`config.mk`:
```
export PLATFORM = sky130hd
export DESIGN_NAME = drs_trig_ctrl
export DESIGN_NICKNAME = d
export VERILOG_FILES = /design/src/rtl/drs_trig_ctrl.sv
export SDC_FILE = /design/constraint.sdc
export NUM_CORES = 1
export LEC_CHECK = 0
export CORE_AREA = 2 2 118 120
export DETAILED_ROUTE_END_ITERATION = 16
export DIE_AREA = 0 0 120 122
export GPL_TIMING_DRIVEN = 0
export HOLD_SLACK_MARGIN = 0.1
export PLACE_DENSITY = 0.6
export SLEW_MARGIN = 20
export SYNTH_ARGS = -nofsm -noshare
export SYNTH_HDL_FRONTEND = slang
export SYNTH_SLANG_ARGS = --single-unit
export TNS_END_PERCENT = 10
```
`constraint.sdc`:
```
create_clock -name CLK -period 3.3 [get_ports CLK]
set_input_delay 0.33 -clock CLK [delete_from_list [all_inputs] [get_ports CLK]]
set_output_delay 0.33 -clock CLK [all_outputs]
set_load 0.01 [all_outputs]
```
`src/rtl/drs_trig_ctrl.sv`:
```
// DRS4 trigger controller: accepts trigger edges, sequences stop/read/finish
// commands to the readout sequencer, enforces dead time and counts lost triggers.
module drs_trig_ctrl #(
  parameter logic [19:0] READ_TIMEOUT_CYC = 20'd200000,
  parameter int          LOST_CNT_W       = 16
) (
  input  logic                  CLK,
  input  logic                  RST,
  input  logic                  TRIG_IN,
  input  logic                  TRIG_ENABLE,
  input  logic                  DFIFO_PROGFULL,
  input  logic [7:0]            STOP_DELAY,
  input  logic [15:0]           DEADTIME,
  input  logic                  DRS_READ_DONE,
  output logic [3:0]            DRS_STATE_COM,
  output logic                  DRS_DWRITE,
  output logic                  BUSY,
  output logic [31:0]           EVENT_COUNT,
  output logic [LOST_CNT_W-1:0] TRIG_LOST,
  output logic                  RD_TIMEOUT
);

  typedef enum logic [2:0] {
    ST_IDLE   = 3'd0,
    ST_STOP   = 3'd1,
    ST_READ   = 3'd2,
    ST_FINISH = 3'd3,
    ST_DEAD   = 3'd4
  } state_t;

  state_t                state_r, state_s;
  logic                  trig_d_r;
  logic [7:0]            dly_r, dly_s;
  logic [19:0]           tmo_r, tmo_s;
  logic [15:0]           dead_r, dead_s;
  logic                  tmo_hit_s;
  logic [3:0]            com_r, com_s;
  logic                  dwrite_r, dwrite_s;
  logic                  busy_r, busy_s;
  logic [31:0]           event_count_r;
  logic [LOST_CNT_W-1:0] trig_lost_r;
  logic                  rd_timeout_r;
  logic                  edge_s, accept_s, reject_s;

  assign edge_s   = TRIG_IN & ~trig_d_r;
  assign accept_s = edge_s & TRIG_ENABLE & ~DFIFO_PROGFULL & (state_r == ST_IDLE);
  assign reject_s = edge_s & TRIG_ENABLE & (DFIFO_PROGFULL | (state_r != ST_IDLE));

  // State, counters and decoded outputs register together so BUSY tracks the state
  always_ff @(posedge CLK) begin
    if (RST) begin
      state_r  <= ST_IDLE;
      trig_d_r <= 1'b0;
      dly_r    <= 8'd0;
      tmo_r    <= 20'd0;
      dead_r   <= 16'd0;
      com_r    <= 4'd0;
      dwrite_r <= 1'b1;
      busy_r   <= 1'b0;
    end else begin
      state_r  <= state_s;
      trig_d_r <= TRIG_IN;
      dly_r    <= dly_s;
      tmo_r    <= tmo_s;
      dead_r   <= dead_s;
      com_r    <= com_s;
      dwrite_r <= dwrite_s;
      busy_r   <= busy_s;
    end
  end

  // Next-state and counter update
  always_comb begin
    state_s   = state_r;
    dly_s     = dly_r;
    tmo_s     = tmo_r;
    dead_s    = dead_r;
    tmo_hit_s = 1'b0;
    case (state_r)
      ST_IDLE: begin
        if (accept_s) begin
          state_s = ST_STOP;
          dly_s   = STOP_DELAY;
        end else begin
          state_s = ST_IDLE;
        end
      end
      ST_STOP: begin
        if (dly_r == 8'd0) begin
          state_s = ST_READ;
          tmo_s   = 20'd0;
        end else begin
          dly_s = dly_r - 8'd1;
        end
      end
      ST_READ: begin
        tmo_s = tmo_r + 20'd1;
        // done takes priority over a coincident timeout
        if (DRS_READ_DONE) begin
          state_s = ST_FINISH;
        end else if (tmo_r == READ_TIMEOUT_CYC - 20'd1) begin
          state_s   = ST_FINISH;
          tmo_hit_s = 1'b1;
        end else begin
          state_s = ST_READ;
        end
      end
      ST_FINISH: begin
        if (!DRS_READ_DONE) begin
          state_s = ST_DEAD;
          dead_s  = DEADTIME;
        end else begin
          state_s = ST_FINISH;
        end
      end
      ST_DEAD: begin
        if (dead_r == 16'd0) begin
          state_s = ST_IDLE;
        end else begin
          dead_s = dead_r - 16'd1;
        end
      end
      default: begin
        state_s = ST_IDLE;
      end
    endcase
  end

  // Output decode of the upcoming state
  always_comb begin
    com_s    = 4'd0;
    dwrite_s = 1'b1;
    busy_s   = 1'b1;
    case (state_s)
      ST_IDLE:   begin com_s = 4'd0; dwrite_s = 1'b1; busy_s = 1'b0; end
      ST_STOP:   begin com_s = 4'd4; dwrite_s = 1'b0; busy_s = 1'b1; end
      ST_READ:   begin com_s = 4'd5; dwrite_s = 1'b0; busy_s = 1'b1; end
      ST_FINISH: begin com_s = 4'd6; dwrite_s = 1'b0; busy_s = 1'b1; end
      ST_DEAD:   begin com_s = 4'd0; dwrite_s = 1'b1; busy_s = 1'b1; end
      default:   begin com_s = 4'd0; dwrite_s = 1'b1; busy_s = 1'b0; end
    endcase
  end

  // Event, lost-trigger and sticky timeout bookkeeping
  always_ff @(posedge CLK) begin
    if (RST) begin
      event_count_r <= 32'd0;
      trig_lost_r   <= {LOST_CNT_W{1'b0}};
      rd_timeout_r  <= 1'b0;
    end else begin
      if (accept_s) begin
        event_count_r <= event_count_r + 32'd1;
      end
      if (reject_s && (trig_lost_r != {LOST_CNT_W{1'b1}})) begin
        trig_lost_r <= trig_lost_r + LOST_CNT_W'(1);
      end
      rd_timeout_r <= rd_timeout_r | tmo_hit_s;
    end
  end

  assign DRS_STATE_COM = com_r;
  assign DRS_DWRITE    = dwrite_r;
  assign BUSY          = busy_r;
  assign EVENT_COUNT   = event_count_r;
  assign TRIG_LOST     = trig_lost_r;
  assign RD_TIMEOUT    = rd_timeout_r;

endmodule
```
==> qor.txt <==
Status = finished, final reports clean
Relative slew slack = 34.23%
H-tree levels = 3
ANT cells = 0
Most common cell after layout, fill and taps aside = dfxtp_1
First-pass GRT wire length = 23.18 mm
Worst skew pair latency = 0.36 ns
Final TNS setup = 0 ns
Number of flops mapped to enable cells by yosys = 0
Max Fclk = 345.5 MHz
Minimum clock period = 2.895 ns
Filler Cell Count = 1,360
Port Buffers = 82
Reg clk slew, reported paths = 0.07 ns
Slew Viols, Final = 0
CTS root buf = clkbuf_16
Vias per std cell = 5.564
Initial antenna violation count = 0
Routability cong. = 0.8836
Layout cells sized above 1 = 5.326%
Sequential area share after synthesis = 39.18%
Dpl ws = 0.4069 ns
Critical Path Fanout Max = 8
CTS sink cnt = 102
Power density cells = 383.7 mW/mm^2
Vias in the first global route = 4,776
Die height = 122 um
CTS tree = yes
Placement Cell Area = 0.006257 sq mm
CP required = 3.55 ns
Hold Vio Cnt, Final = 0
# DRC = 0
Post-Synthesis Cells = 653
Post-DRT Antenna Nets = 0
Clk buf depth = 2
Die width = 120 um
Initial Utilization = 38.59%
Crit Path Category = flip-flop to flip-flop
Aggregate global routing overflow = 0
Dominant synthesized flop cell = dfxtp_1
Final HPWL DP = 10.28 mm
Setup Skew = 0.007583 ns
Die area = 0.01464 sq mm
Worst hold path type = flip-flop to flip-flop
Worst IR drop on VDD = 0.0002481 V
Hold-fix buffers, CTS = 0
Design area = 0.006543 sq mm
Final #Nets = 781
Core area = 0.01350 sq mm
Row Count = 43
CP startpoint kind = flip-flop
RSZ-0062 raised after global routing = false
Count of cell types in the netlist = 62
PnR worst setup slack = 0.4054 ns
Post-Syn Area = 0.005211 sq mm
Critical Path End Type = flip-flop
I/O pin total = 85
Cts repair resizes = 0
CTS Buf Count = 9
Synthesized flop and latch total = 102
Setup Fix Bufs, Post-CTS = 0
GRT Overall Usage = 19.70%
DR iter-0 viols = 406
Max Cap Violations = 0
Crit path arrival time = 3.14 ns
Syn nets = 688
Fin crit share = 87.71%
Synthesis-to-finish area growth = 25.55%
Final number of setup-violating endpoints = 0
Slew @ Worst Pin = 0.9775 ns
Pre-antenna DRT Iters = 6
Wire per inst = 15.28 um
Most frequent cells in the layout = 102 x dfxtp_1, 92 x nor2_1, 82 x clkdlybuf4s50_1
YS warnings = 0
Final WL = 14.23 mm
Syn Area/Cell = 7.980 sq um
Largest net degree at the start of global routing = 18
DR vias = 5,180
Asr flop ratio synth = 0%
P_leak = 2.124 nW
==> routing by layer <==
| layer | vias up | wire (um) | track usage [%] |
|---|---|---|---|
| met3 | 20 | 746 | 3.699 |
| met4 | 0 | 312 | 8.162 |
| li1 | 2539 | - | - |
| met2 | 152 | 6604 | 32.00 |
| met1 | 2469 | 6564 | 25.74 |
| met5 | - | 0 | 0 |
==> cell families (layout without fill, tap and decap cells) <==
kind of cell | after synthesis | after routing | share of synthesized area, %
other cells | 1 | 1 | 0.07196
xor+xnor | 39 | 39 | 6.554
buf+inv | 48 | 146 | 3.841
fa+ha+maj | 5 | 5 | 1.200
mux | 10 | 10 | 2.137
compound gates | 128 | 128 | 14.57
simple gates | 320 | 320 | 32.44
flops | 102 | 102 | 39.18
==> per-stage QoR <==
stage          instances  utilization, %  total power, mW  hold WS (ns)
2_1_floorplan        653               -            1.399        0.4506
4_1_cts              931           48.45            2.530        0.4691
3_5_place_dp         915           46.34            1.491        0.4590
5_1_grt              931           48.45            2.606        0.4893
3_3_place_gp         915           46.34            1.488        0.4409
6_report             931           48.45            2.511        0.4678
==> cell type report <==
type                            instances  area [sq um]  share of cell area [%]
Sequential cell                       102          2042                   31.21
Buffer                                 38         162.7                   2.486
Tap cell                              180         225.2                   3.442
Timing Repair Buffer                   82         820.8                   12.55
Clock buffer                           11         242.7                   3.710
Clock inverter                          5         42.54                  0.6502
Multi-Input combinational cell        503          2969                   45.38
Inverter                               10         37.54                  0.5737
==> report_power, final <==
part | total (mW) | switching [mW] | internal [mW]
clock network | 1.05 | 0.508 | 0.541
logic | 0.204 | 0.112 | 0.0914
registers | 1.26 | 0.0132 | 1.24
total | 2.51 | 0.634 | 1.88
==> cells in the mapped netlist (6+ instances only) <==
| library cell | count | area share (%) |
|---|---|---|
| o21ai_0 | 35 | 3.4 |
| and2_1 | 6 | 0.72 |
| a31oi_1 | 6 | 0.72 |
| nor4_1 | 12 | 1.4 |
| clkbuf_1 | 34 | 2.4 |
| nor3b_1 | 7 | 1.0 |
| nand2_1 | 56 | 4.0 |
| nor2b_1 | 7 | 0.84 |
| dfxtp_1 | 102 | 39 |
| or3_1 | 14 | 1.7 |
| xor2_1 | 23 | 3.9 |
| a21oi_1 | 51 | 4.9 |
| nor3_1 | 28 | 2.7 |
| and3_1 | 8 | 0.96 |
| nand3_1 | 23 | 2.2 |
| mux2_2 | 9 | 1.9 |
| inv_1 | 10 | 0.72 |
| nand4_1 | 26 | 3.1 |
| nor2_1 | 92 | 6.6 |
| or4_1 | 8 | 1.2 |
| xnor2_1 | 16 | 2.7 |
==> critical path, stage by stage, from the launching register on <==
cell	delay [ns]
dfxtp_1	0.34
inv_1	0.06
ha_1	0.21
or4b_2	0.68
o31ai_1	0.82
a41oi_1	0.15
and2_1	0.25
or2_2	0.27
==> path summary, 6_finish.rpt <==
path | from | endpoint | slack [ns] | cells past startpoint
worst max register to register | dly_r[0] | DRS_DWRITE | 0.41 | 7
worst min register to register | RD_TIMEOUT | RD_TIMEOUT | 0.47 | 2
worst min-delay path | RD_TIMEOUT | RD_TIMEOUT | 0.47 | 2
worst max-delay path | dly_r[0] | DRS_DWRITE | 0.41 | 7
==> sequential cells by signal, summed over array words and instances, names as in the netlist <==
name	flops
EVENT_COUNT	32
tmo_r	20
TRIG_LOST	16
dead_r	16
dly_r	8
DRS_STATE_COM	3
state_r	3
BUSY	1
DRS_DWRITE	1
RD_TIMEOUT	1
trig_d_r	1
(Power assumes the default switching activity.)
